`src/rtl/ep_buf_arb.sv`:
```
// Round-robin arbiter sharing the USB core's endpoint TX-write / RX-read buffer
// ports among N_CH masters, with optional hold-time preemption.

module ep_buf_arb_lane #(
  parameter int TX_AW = 8,
  parameter int RX_AW = 9,
  parameter int DW    = 16
) (
  input  logic               clk,
  input  logic               rst,
  input  logic               own,
  input  logic               busy,
  input  logic [TX_AW-1:0]   tx_addr,
  input  logic [DW-1:0]      tx_data,
  input  logic [DW/8-1:0]    tx_wmsk,
  input  logic               tx_we,
  input  logic [RX_AW-1:0]   rx_addr,
  input  logic               rx_re,
  output logic [TX_AW-1:0]   tx_addr_m,
  output logic [DW-1:0]      tx_data_m,
  output logic [DW/8-1:0]    tx_wmsk_m,
  output logic               tx_we_m,
  output logic [RX_AW-1:0]   rx_addr_m,
  output logic               rx_re_m,
  output logic               rx_vld
);
  // Fields are zeroed unless this lane owns the port, so the top can OR-reduce.
  assign tx_addr_m = own ? tx_addr : '0;
  assign tx_data_m = own ? tx_data : '0;
  assign tx_wmsk_m = own ? tx_wmsk : '0;
  assign rx_addr_m = own ? rx_addr : '0;
  assign tx_we_m   = own & busy & tx_we;
  assign rx_re_m   = own & busy & rx_re;

  always_ff @(posedge clk or negedge rst)
    if (!rst) rx_vld <= 1'b0;
    else      rx_vld <= rx_re_m;
endmodule

module ep_buf_arb #(
  parameter int N_CH     = 2,
  parameter int TX_AW    = 8,
  parameter int RX_AW    = 9,
  parameter int DW       = 16,
  parameter int MAX_HOLD = 0
) (
  input  logic                    clk,
  input  logic                    rst,
  input  logic [N_CH-1:0]         ch_req,
  output logic [N_CH-1:0]         ch_gnt,
  input  logic [N_CH*TX_AW-1:0]   ch_tx_addr,
  input  logic [N_CH*DW-1:0]      ch_tx_data,
  input  logic [N_CH*DW/8-1:0]    ch_tx_wmsk,
  input  logic [N_CH-1:0]         ch_tx_we,
  input  logic [N_CH*RX_AW-1:0]   ch_rx_addr,
  input  logic [N_CH-1:0]         ch_rx_re,
  output logic [DW-1:0]           ch_rx_data,
  output logic [N_CH-1:0]         ch_rx_vld,
  output logic [TX_AW-1:0]        ep_tx_addr_0,
  output logic [DW-1:0]           ep_tx_data_0,
  output logic [DW/8-1:0]         ep_tx_wmsk_0,
  output logic                    ep_tx_we_0,
  output logic [RX_AW-1:0]        ep_rx_addr_0,
  output logic                    ep_rx_re_0,
  input  logic [DW-1:0]           ep_rx_data_1,
  output logic [2:0]              owner,
  output logic                    busy
);
  localparam int MW = DW/8;
  localparam int HW = (MAX_HOLD > 0) ? $clog2(MAX_HOLD+1) : 1;
  localparam logic [HW-1:0] HLIM = HW'((MAX_HOLD > 0) ? MAX_HOLD-1 : 0);

  typedef struct packed {
    logic [TX_AW-1:0] addr;
    logic [DW-1:0]    data;
    logic [MW-1:0]    wmsk;
    logic             we;
  } tx_t;

  logic [2:0]      owner_q, owner_d, last_q, last_d;
  logic            busy_q, busy_d;
  logic [HW-1:0]   hcnt_q, hcnt_d;
  logic [N_CH-1:0] gnt_d, own_oh;
  logic            own_req, others;
  tx_t             tx_mux, tx_q;
  logic [RX_AW-1:0] rx_addr_mux;
  logic            rx_re_mux;

  logic [N_CH-1:0][TX_AW-1:0] l_tx_addr;
  logic [N_CH-1:0][DW-1:0]    l_tx_data;
  logic [N_CH-1:0][MW-1:0]    l_tx_wmsk;
  logic [N_CH-1:0][RX_AW-1:0] l_rx_addr;
  logic [N_CH-1:0]            l_tx_we, l_rx_re;

  // First requester at or after 'from' (mod N_CH).
  function automatic logic [2:0] rr_pick(input logic [N_CH-1:0] req, input int from);
    logic [2:0] r;
    int idx;
    r = '0;
    for (int k = N_CH-1; k >= 0; k--) begin
      idx = (from + k) % N_CH;
      if (req[idx]) r = 3'(idx);
    end
    return r;
  endfunction

  for (genvar i = 0; i < N_CH; i++) begin : g_lane
    assign own_oh[i] = (owner_q == 3'(i));
    assign gnt_d[i]  = busy_d && (owner_d == 3'(i));

    ep_buf_arb_lane #(.TX_AW(TX_AW), .RX_AW(RX_AW), .DW(DW)) u_lane (
      .clk       (clk),
      .rst       (rst),
      .own       (own_oh[i]),
      .busy      (busy_q),
      .tx_addr   (ch_tx_addr[i*TX_AW +: TX_AW]),
      .tx_data   (ch_tx_data[i*DW +: DW]),
      .tx_wmsk   (ch_tx_wmsk[i*MW +: MW]),
      .tx_we     (ch_tx_we[i]),
      .rx_addr   (ch_rx_addr[i*RX_AW +: RX_AW]),
      .rx_re     (ch_rx_re[i]),
      .tx_addr_m (l_tx_addr[i]),
      .tx_data_m (l_tx_data[i]),
      .tx_wmsk_m (l_tx_wmsk[i]),
      .tx_we_m   (l_tx_we[i]),
      .rx_addr_m (l_rx_addr[i]),
      .rx_re_m   (l_rx_re[i]),
      .rx_vld    (ch_rx_vld[i])
    );
  end

  assign own_req = |(ch_req & own_oh);
  assign others  = |(ch_req & ~own_oh);

  always_comb begin
    owner_d = owner_q;
    busy_d  = busy_q;
    last_d  = last_q;
    hcnt_d  = '0;
    if (!busy_q) begin
      if (|ch_req) begin
        busy_d  = 1'b1;
        owner_d = rr_pick(ch_req, int'(last_q) + 1);
        last_d  = owner_d;
      end
    end else if (!own_req || (MAX_HOLD > 0 && others && hcnt_q == HLIM)) begin
      // Hand over directly to the next requester; no idle gap between owners.
      if (others) begin
        owner_d = rr_pick(ch_req & ~own_oh, int'(owner_q) + 1);
        last_d  = owner_d;
      end else begin
        busy_d = 1'b0;
      end
    end else if (others && MAX_HOLD > 0) begin
      hcnt_d = hcnt_q + 1'b1;
    end
  end

  always_comb begin
    tx_mux      = '0;
    rx_addr_mux = '0;
    for (int i = 0; i < N_CH; i++) begin
      tx_mux.addr = tx_mux.addr | l_tx_addr[i];
      tx_mux.data = tx_mux.data | l_tx_data[i];
      tx_mux.wmsk = tx_mux.wmsk | l_tx_wmsk[i];
      rx_addr_mux = rx_addr_mux | l_rx_addr[i];
    end
    tx_mux.we = |l_tx_we;
    rx_re_mux = |l_rx_re;
  end

  always_ff @(posedge clk or negedge rst) begin
    if (!rst) begin
      owner_q <= '0;
      busy_q  <= 1'b0;
      last_q  <= 3'(N_CH-1);
      hcnt_q  <= '0;
      ch_gnt  <= '0;
      tx_q    <= '0;
    end else begin
      owner_q <= owner_d;
      busy_q  <= busy_d;
      last_q  <= last_d;
      hcnt_q  <= hcnt_d;
      ch_gnt  <= gnt_d;
      tx_q    <= tx_mux;
    end
  end

  assign owner        = owner_q;
  assign busy         = busy_q;
  assign ep_tx_addr_0 = tx_q.addr;
  assign ep_tx_data_0 = tx_q.data;
  assign ep_tx_wmsk_0 = tx_q.wmsk;
  assign ep_tx_we_0   = tx_q.we;
  assign ep_rx_addr_0 = rx_addr_mux;
  assign ep_rx_re_0   = rx_re_mux;
  assign ch_rx_data   = ep_rx_data_1;
endmodule

```
`config.mk`:
```
export PLATFORM = sky130hd
export DESIGN_NAME = ep_buf_arb
export DESIGN_NICKNAME = d
export VERILOG_FILES = /design/src/rtl/ep_buf_arb.sv
export SDC_FILE = /design/constraint.sdc
export NUM_CORES = 1
export LEC_CHECK = 0
export ABC_CLOCK_PERIOD_IN_PS = 1700
export CAP_MARGIN = 0
export CELL_PAD_IN_SITES_DETAIL_PLACEMENT = 1
export CELL_PAD_IN_SITES_GLOBAL_PLACEMENT = 1
export CORE_ASPECT_RATIO = 0.8
export CORE_MARGIN = 2
export CORE_UTILIZATION = 21
export DETAILED_ROUTE_END_ITERATION = 8
export GPL_ROUTABILITY_DRIVEN = 0
export GPL_TIMING_DRIVEN = 0
export PLACE_DENSITY_LB_ADDON = 0.1
export SYNTH_ARGS = -nofsm -noshare
export SYNTH_HDL_FRONTEND = slang
export SYNTH_SLANG_ARGS = --single-unit
```
`constraint.sdc`:
```
create_clock -name clk -period 1.7 [get_ports clk]
set_input_delay 0.17 -clock clk [delete_from_list [all_inputs] [get_ports clk]]
set_output_delay 0.17 -clock clk [all_outputs]
set_load 0.01 [all_outputs]
```
-- Yosys cells after proc, flatten, opt, wreduce, memory -nomap -nowiden
Index checks and enable logic that the tools add are counted.
W data, S select, Z words.
- register bits after elaboration: 36
- input bits: 94
- logic and storage cells: 86
- add/sub/neg operators: 4
- $lt $le $gt $ge: 4
- equality and inequality tests: 4
- muxes and demuxes: 36
- bitwise operators: 17
- reduce and logical (&&, ||, !) cells: 11
- operators with widths (cell ; number):
    $mux W16 ; 2
    $mux W3 ; 8
    $mux W1 ; 20
    $mux W9 ; 2
    $mux W8 ; 2
    $or A16 B16 Y16 ; 1
    $lt A2 B3 Y1 const B ; 4
    $reduce_or A2 Y1 ; 5
    $or A9 B9 Y9 ; 1
    $or A8 B8 Y8 ; 1
    $and A1 B1 Y1 ; 6
    $eq A3 B1 Y1 const B ; 2
    $logic_not A3 Y1 ; 2
    $add A1 B1 Y1 const B ; 4
    $and A1 B1 Y1 const A ; 4
    $and A2 B2 Y2 ; 2
    $mux W2 ; 2
    $reduce_and A3 Y1 ; 1
    $logic_and A1 B1 Y1 ; 2
    $ne A2 B1 Y1 const B ; 1
    $ne A2 B2 Y1 const B ; 1
    $not A2 Y2 ; 1
    $or A2 B2 Y2 ; 1
    $reduce_bool A2 Y1 ; 1

-- Depth between registers and ports, before layout
Gate-level depths: netlist of run 1.
- depth after elaboration: 13
- gate-level depth with buffers: 5
- gate-level depth less buffers: 3

-- Modules after synthesis
A second synthesis of run 1 with hierarchy kept.
- cell total of the unflattened synthesis: 199
- area, all modules: 2016.9 um^2
- by module, submodules not included (module ; instances ; cells each ; area an instance (um^2)):
    ep_buf_arb ; 1 ; 117 ; 1381.3
    ep_buf_arb_lane ; 2 ; 41 ; 317.8

-- Worst setup path after synthesis of run 1
No wires, ideal clock.
- path kind: reg2out
- from: register owner_q[1], in the netlist owner[1]
- to: output ep_rx_addr_0[0]
- arrival time: 1192 ps
- path slack: 338 ps
- stages on the path, launching flop included: 5
- path buffers: 2
- path through: dfrtp_1 > or2_1 > buf_2 > buf_2 > nor2_1
- longest elaborated chain between the ends: 3
- elaborated cells between the ends (all ways): 5
- classes of those cells: eq/ne: 1; mux: 2; bitwise: 1; reduce/logical: 1
- RTL lines (item ; RTL line ; source):
    start: declaration ; 80 ; logic [2:0] owner_q, owner_d, last_q, last_d;
    start signal: assignment ; 181 ; owner_q <= owner_d;
    $eq A3 B1 Y1 / $logic_not A3 Y1 (equally long branches) ; 108 ; assign own_oh[i] = (owner_q == 3'(i));
    $mux W9 ; 31 ; assign rx_addr_m = own ? rx_addr : '0;
    $or A9 B9 Y9 (*) ; 166 ; rx_addr_mux = rx_addr_mux | l_rx_addr[i];
    end: declaration ; 63 ; output logic [RX_AW-1:0] ep_rx_addr_0,
Every way passes the cells marked *; elsewhere a longest branch is shown, timed or not.

-- Worst setup path in the final report of run 1
- from: register owner_q[1], in the netlist owner[1]
- to: output ep_rx_addr_0[5]
Same word-level chain as after synthesis.

==> results.json, run 1 <==
{
  "finalHoldViolCount": 24,
  "synth-seq-cells": 36,
  "timing.hold.ws_ns": -0.0143,
  "timing.rr.start": "owner[0]$_DFF_PN0_",
  "leakage_nw": 1.59,
  "worst_pin_slew_ns": 0.836,
  "finalSetupTns_ns": 0,
  "maxSlewViolCount": 0,
  "crit_chain": "or2_1, buf_6, buf_6, nor2_1, buf_2",
  "worstPathMaxFanout": 10,
  "drc": 0,
  "dp.cells": 412,
  "max_stage_delay_ns": 0.43,
  "arrival_ns": 1.46,
  "cts_root_buf": "clkbuf_8",
  "synth_most_common_cell": "nor2_1",
  "path_clk_slew_ns": 0.07,
  "start_util_pct": 21.9,
  "vias": 1735,
  "maxCapViolCount": 0,
  "die_y_um": 85.7,
  "hold_path.class": "primary input to async pin",
  "firstDrtPassIters": 4,
  "period_minus_slack_ns": 1.63,
  "fmax_ghz": 0.614,
  "setup_slack_ns": 0.0703,
  "synth_ff_type": "dfrtp_1",
  "area_growth_pct": 94.5,
  "insertion_delay_ns": 0.28,
  "cts_buffers": 5,
  "max-vdd-ir-drop_mv": 0.234,
  "die_area_sq_mm": 0.00910,
  "cts_tree": "yes",
  "grt_max_degree": 37,
  "fin_cells": 428,
  "setup.worst_path.class": "flop to output port",
  "drtAntennaViolNets": 0,
  "syn-cell-area_sq_mm": 0.00175,
  "finClkSkew_ns": 0.00475,
  "synthTopCellsByArea": "dfrtp_1 (50%), mux2i_1 (21%), nor2_1 (8.8%)",
  "fin_nets": 414,
  "yosysWarnings": 0,
  "antenna_found_initial": 0,
  "portBuffers": 138,
  "synth_seq_area_share_pct": 51.4,
  "viasPerCell": 4.05,
  "yosysUniqueCellTypes": 22,
  "critical_path_required_ns": 1.53,
  "synth_commonest_cells": "nor2_1 (41), mux2i_1 (36), dfrtp_1 (35)",
  "synth_edf_count": 0,
  "synthCells": 166,
  "async_reset_ff_share_pct": 100,
  "slew_headroom_pct": 44.2,
  "gr-total-overflow": 0,
  "p_per_area_mw_per_mm2": 706,
  "grt_pass1_wl_um": 9480,
  "grt_pass1_vias": 1914,
  "cts_buffer_depth": 2,
  "crit_top_cell": "buf_6",
  "drive_gt1_share_pct": 18.1,
  "synth.avg_cell_area_sq_um": 10.6,
  "period_share_pct": 95.9,
  "core-area_sq_mm": 0.00802,
  "die_w_um": 106,
  "post-dp-hpwl_um": 4710,
  "row_count": 29,
  "r2r_end": "ch_gnt[1]$_DFF_PN0_",
  "ioPinCount": 155,
  "cts_sinks": 36,
  "start_kind": "flop",
  "hold_buffers": 0,
  "grt.total_usage_pct": 13.4,
  "yosysTopAreaCellShare_pct": 49.9,
  "rrSetupSlack_ns": 0.27,
  "slowest_stage": "dfrtp_2",
  "htreeDepth": 2,
  "ff2ff_path_depth": 5,
  "finalSetupViolations": 0,
  "grt_setup_unrepaired": "true",
  "worstSetupEndpointType": "output port",
  "routedWlPerCell_um": 14.1,
  "setup.worst_path.end": "ep_rx_addr_0[5]",
  "outcome": "finished, violations left",
  "crit_path_start": "owner[1]$_DFF_PN0_",
  "drtIter0Drc": 50,
  "wirelength_um": 6050,
  "antenna_cells": 0,
  "synth_nets": 260,
  "post-place-ws_ns": -0.255,
  "violations": "negative hold slack",
  "yosys.area.top_type": "dfrtp_1"
}
repair_timing:
item | 4_1_cts | 5_1_grt
resized for setup | 52 | 1
setup buffers | 3 | 6
endpoints found under the setup margin | 10 | 9
cloned | 0 | 0
registers in the layout, indices dropped and copies added, names as in the netlist:
| name | flops |
|---|---|
| busy | 1 |
| ch_gnt | 2 |
| ep_tx_addr_0 | 8 |
| ep_tx_data_0 | 16 |
| ep_tx_we_0 | 1 |
| ep_tx_wmsk_0 | 2 |
| g_lane.u_lane.rx_vld | 2 |
| last_q | 1 |
| owner | 3 |
worst min path at each step:
stage | start | end | depth (start not counted)
after floorplan | rst | busy$_DFF_PN0_ | 0
after global placement | last_q[0]$_DFFE_PN1P_ | last_q[0]$_DFFE_PN1P_ | 2
after detailed placement | rst | ep_tx_we_0$_DFF_PN0_ | 1
after CTS | rst | ep_tx_we_0$_DFF_PN0_ | 1
after global routing | rst | ep_tx_we_0$_DFF_PN0_ | 1
final | rst | ch_gnt[1]$_DFF_PN0_ | 1
placed cells by master, fill, tap and decap left out:
| cell | synthesis | routed |
|---|---|---|
| buf_12 | 0 | 1 |
| clkdlybuf4s50_1 | 0 | 127 |
| mux2i_1 | 36 | 36 |
| buf_2 | 9 | 14 |
| buf_4 | 18 | 27 |
| o31ai_1 | 1 | 1 |
| or3b_4 | 0 | 1 |
| dfrtp_2 | 0 | 2 |
| inv_1 | 5 | 5 |
| clkinv_2 | 0 | 1 |
| buf_6 | 0 | 4 |
| nand2_1 | 2 | 2 |
| or2_1 | 1 | 1 |
| dfrtp_1 | 35 | 33 |
| o2bb2ai_1 | 1 | 1 |
| a311oi_1 | 1 | 1 |
| or2_2 | 1 | 1 |
| dfstp_2 | 1 | 1 |
| dlygate4sd2_1 | 0 | 1 |
| nor2_1 | 41 | 40 |
| a31oi_1 | 3 | 3 |
| o21ai_0 | 2 | 2 |
| o21ai_1 | 1 | 1 |
| o211ai_1 | 1 | 1 |
| clkbuf_1 | 0 | 1 |
| or4b_1 | 2 | 2 |
| a21oi_1 | 2 | 2 |
| clkbuf_8 | 0 | 5 |
| or3_1 | 1 | 1 |
| nor2_2 | 0 | 1 |
| a21o_1 | 1 | 1 |
cells by family (layout without fill, tap and decap cells):
logic type             count (synthesis)  after routing  synth area share [%]
AOI/OAI and AO/OA                     13             13                  4.78
and+or+nand+nor                       49             49                  11.9
DFF                                   36             36                  51.4
buffers and inverters                 32            186                  11.3
muxes                                 36             36                  20.5
area by class of cell:
| class | instances | area, sq um |
|---|---|---|
| well taps | 108 | 135 |
| inverters | 5 | 18.8 |
| multi-input cells | 98 | 658 |
| repair buffers | 147 | 1400 |
| plain buffers | 27 | 220 |
| flip-flops and latches | 36 | 905 |
| clock buffers | 6 | 72.6 |
| clock inverters | 1 | 5.00 |
| fillers | 907 | 4610 |
per-stage QoR:
stage                     hold slack, ns  area (sq um)  power, W  utilization (%)
after detailed placement           0.337          3270   0.00186             40.7
after global routing              0.0442          3410   0.00256             42.5
after global placement             0.566          3270   0.00186             40.8
final                            -0.0143          3410   0.00241             42.5
after floorplan                   -0.126          1750   0.00133                -
after CTS                         0.0240          3360   0.00244             42.0
report_power, final:
group | internal [W] | switching (W)
registers | 0.000950 | 0.0000294
logic | 0.000537 | 0.000329
clock network | 0.000278 | 0.000285
worst max-delay path: cells and delay by family (launching register included):
kind,cells,cell delay (ns)
and+or+nand+nor,2,0.34
DFF,1,0.43
buffers and inverters,3,0.41
metal layers:
metal	global-route usage, %	part of all wire (%)	vias up
met5	0	0	-
met4	3.95	0.68	0
met3	6.61	12	2
met2	21.9	45	100
met1	15.6	42	793
li1	-	-	840
(Power assumes the default switching activity.)
==> inputs of run 2 (changes only) <==
--- a/config.mk
+++ b/config.mk
@@ -6,7 +6,7 @@
 export NUM_CORES = 1
 export LEC_CHECK = 0
 export ABC_CLOCK_PERIOD_IN_PS = 1700
-export CAP_MARGIN = 0
+export CAP_MARGIN = 40
 export CELL_PAD_IN_SITES_DETAIL_PLACEMENT = 1
 export CELL_PAD_IN_SITES_GLOBAL_PLACEMENT = 1
 export CORE_ASPECT_RATIO = 0.8
@@ -15,6 +15,7 @@
 export DETAILED_ROUTE_END_ITERATION = 8
 export GPL_ROUTABILITY_DRIVEN = 0
 export GPL_TIMING_DRIVEN = 0
+export MAX_ROUTING_LAYER = met4
 export PLACE_DENSITY_LB_ADDON = 0.1
 export SYNTH_ARGS = -nofsm -noshare
 export SYNTH_HDL_FRONTEND = slang
==> run 2 against run 1 <==
Against the previous run:
- the flow now finishes without violations
- first-iteration DRC count is 64% lower
- wire length is 0.53% lower
- utilization is 0.41 points higher
- clock power hardly changed
- final cell count stayed put
- via count is 1.6% higher
- clock skew is 0.00055 ns lower
- global-route usage is 0.62 points higher
- critical endpoint is now ep_rx_addr_0[0]
==> results.json, run 2 (synthesis gave the netlist of run 1 again) <==
{
  "outcome": "finished clean",
  "arrival_ns": 1.46,
  "drtIter0Drc": 18,
  "period_minus_slack_ns": 1.63,
  "p_int_w": 0.00177,
  "timing.hold.ws_ns": 0.369,
  "start_util_pct": 21.9,
  "largest_register_ffs": 16,
  "core-area_sq_mm": 0.00802,
  "antenna_cells": 0,
  "finClkSkew_ns": 0.00420,
  "ioPinCount": 155,
  "cts_sinks": 36,
  "grt_pass1_vias": 1957,
  "fin_nets": 414,
  "place_area_sq_mm": 0.00329,
  "routedWlPerCell_um": 14.1,
  "maxSlewViolCount": 0,
  "maxCapViolCount": 0,
  "clkPwrFrac_pct": 23.3,
  "ff2ff_path_depth": 4,
  "die_area_sq_mm": 0.00910,
  "finalSetupTns_ns": 0,
  "finalHoldViolCount": 0,
  "fmax_ghz": 0.612,
  "finalSetupViolations": 0,
  "setup.worst_path.class": "flop to output port",
  "die_w_um": 106,
  "gr-total-overflow": 0,
  "period_share_pct": 96.1,
  "wirelength_um": 6020,
  "insertion_delay_ns": 0.28,
  "grt_max_degree": 21,
  "worst_pin_slew_ns": 0.449,
  "drive_gt1_share_pct": 18.1,
  "final_common_cell": "clkdlybuf4s50_1",
  "viasPerCell": 4.12,
  "drc": 0,
  "swShare_pct": 26.6,
  "cts_buffers": 5,
  "p_per_area_mw_per_mm2": 701,
  "leakage_nw": 1.60,
  "vias": 1763,
  "path_clk_slew_ns": 0.07,
  "antenna_found_initial": 0,
  "switchingPower_w": 0.000642,
  "fillers": 929,
  "grt_pass1_wl_um": 9560,
  "cts_tree": "yes",
  "post-dp-hpwl_um": 4830,
  "dp.cells": 413,
  "portBuffers": 138,
  "cts_buffer_depth": 2,
  "seqPwrFrac_pct": 40.6,
  "slew_headroom_pct": 70.1,
  "row_count": 29,
  "area_growth_pct": 96.4,
  "layout_common_cells": "clkdlybuf4s50_1 (127), nor2_1 (39), mux2i_1 (36), dfrtp_1 (33), buf_4 (25)",
  "start_kind": "flop",
  "cts_root_buf": "clkbuf_8",
  "firstDrtPassIters": 3,
  "htreeDepth": 2,
  "grt_setup_unrepaired": "true",
  "hold_path.class": "primary input to async pin",
  "worstSetupEndpointType": "output port",
  "drtAntennaViolNets": 0,
  "fin_area_sq_mm": 0.00344,
  "critical_path_required_ns": 1.53,
  "comb_power_share_pct": 36.1,
  "grt.total_usage_pct": 14.0,
  "fin_cells": 428,
  "worstPathMaxFanout": 10,
  "max-vdd-ir-drop_mv": 0.239,
  "die_y_um": 85.7,
  "rrSetupSlack_ns": 0.28
}
run 2: changes by cell type in the layout (fill, tap and decap cells not counted):
| cell | change |
|---|---|
| dlygate4sd3_1 | +1 |
| dlygate4sd2_1 | -1 |
| buf_16 | +1 |
| buf_2 | -1 |
| nor2_2 | +1 |
| buf_6 | +1 |
| buf_4 | -2 |
| nor2_1 | -1 |
| clkdlybuf4s15_1 | +1 |
run 2: cell type report:
type | instances | area [sq um] | share of cell area [%]
repair buffers | 147 | 1430 | 41.4
flip-flops and latches | 36 | 905 | 26.3
multi-input cells | 98 | 661 | 19.2
plain buffers | 27 | 220 | 6.39
well taps | 108 | 135 | 3.92
clock buffers | 6 | 72.6 | 2.11
inverters | 5 | 18.8 | 0.545
clock inverters | 1 | 5.00 | 0.145
run 2: routing by layer:
layer / GRT usage, % / up-vias / part of all wire [%]
met2: 22.9 / 98 / 46
met5: - / - / 0
met4: 3.95 / 0 / 0.95
met1: 15.7 / 823 / 41
met3: 6.16 / 5 / 12
li1: - / 837 / -
run 2: per-stage QoR:
stage / worst slack, ns / total power, W / utilization [%]
floorplan: 0.338 / 0.00133 / -
global placement: -0.484 / 0.00186 / 40.8
detailed placement: -0.263 / 0.00187 / 41.1
CTS: 0.00739 / 0.00245 / 42.4
global route: -0.00441 / 0.00257 / 43.0
finish: 0.0666 / 0.00242 / 43.0
run 2: worst paths after layout:
kind                                     from                                end
setup / recovery           owner[1]$_DFF_PN0_                    ep_rx_addr_0[0]
hold / removal                            rst               ep_tx_we_0$_DFF_PN0_
setup reg to reg           owner[1]$_DFF_PN0_              last_q[0]$_DFFE_PN1P_
hold reg to reg            owner[2]$_DFF_PN0_                 owner[2]$_DFF_PN0_
max in group asynchronous                 rst              last_q[0]$_DFFE_PN1P_
min in group clk                  ch_rx_re[1]  g_lane[1].u_lane.rx_vld$_DFF_PN0_
run 2: timing repair:
action / in CTS / in global routing
endpoints found under the hold margin: 16 / 0
buffers inserted: 3 / 4
gates resized for setup: 52 / 4
endpoints found under the setup margin: 10 / 4
hold buffers: 1 / 0
run 2: power by group through the flow:
stage               registers [W]  clock network, W  logic [W]
floorplan                 0.00104                 0   0.000289
global placement         0.000995                 0   0.000861
detailed placement       0.000997                 0   0.000870
CTS                      0.000983          0.000594   0.000869
global route             0.000993          0.000627   0.000949
finish                   0.000981          0.000562   0.000872
run 2: critical path, cell delays in order, from the launching register on:
cell     delay, ns
dfrtp_2       0.43
or2_1         0.24
buf_6         0.14
buf_6         0.14
nor2_1        0.09
buf_2         0.14
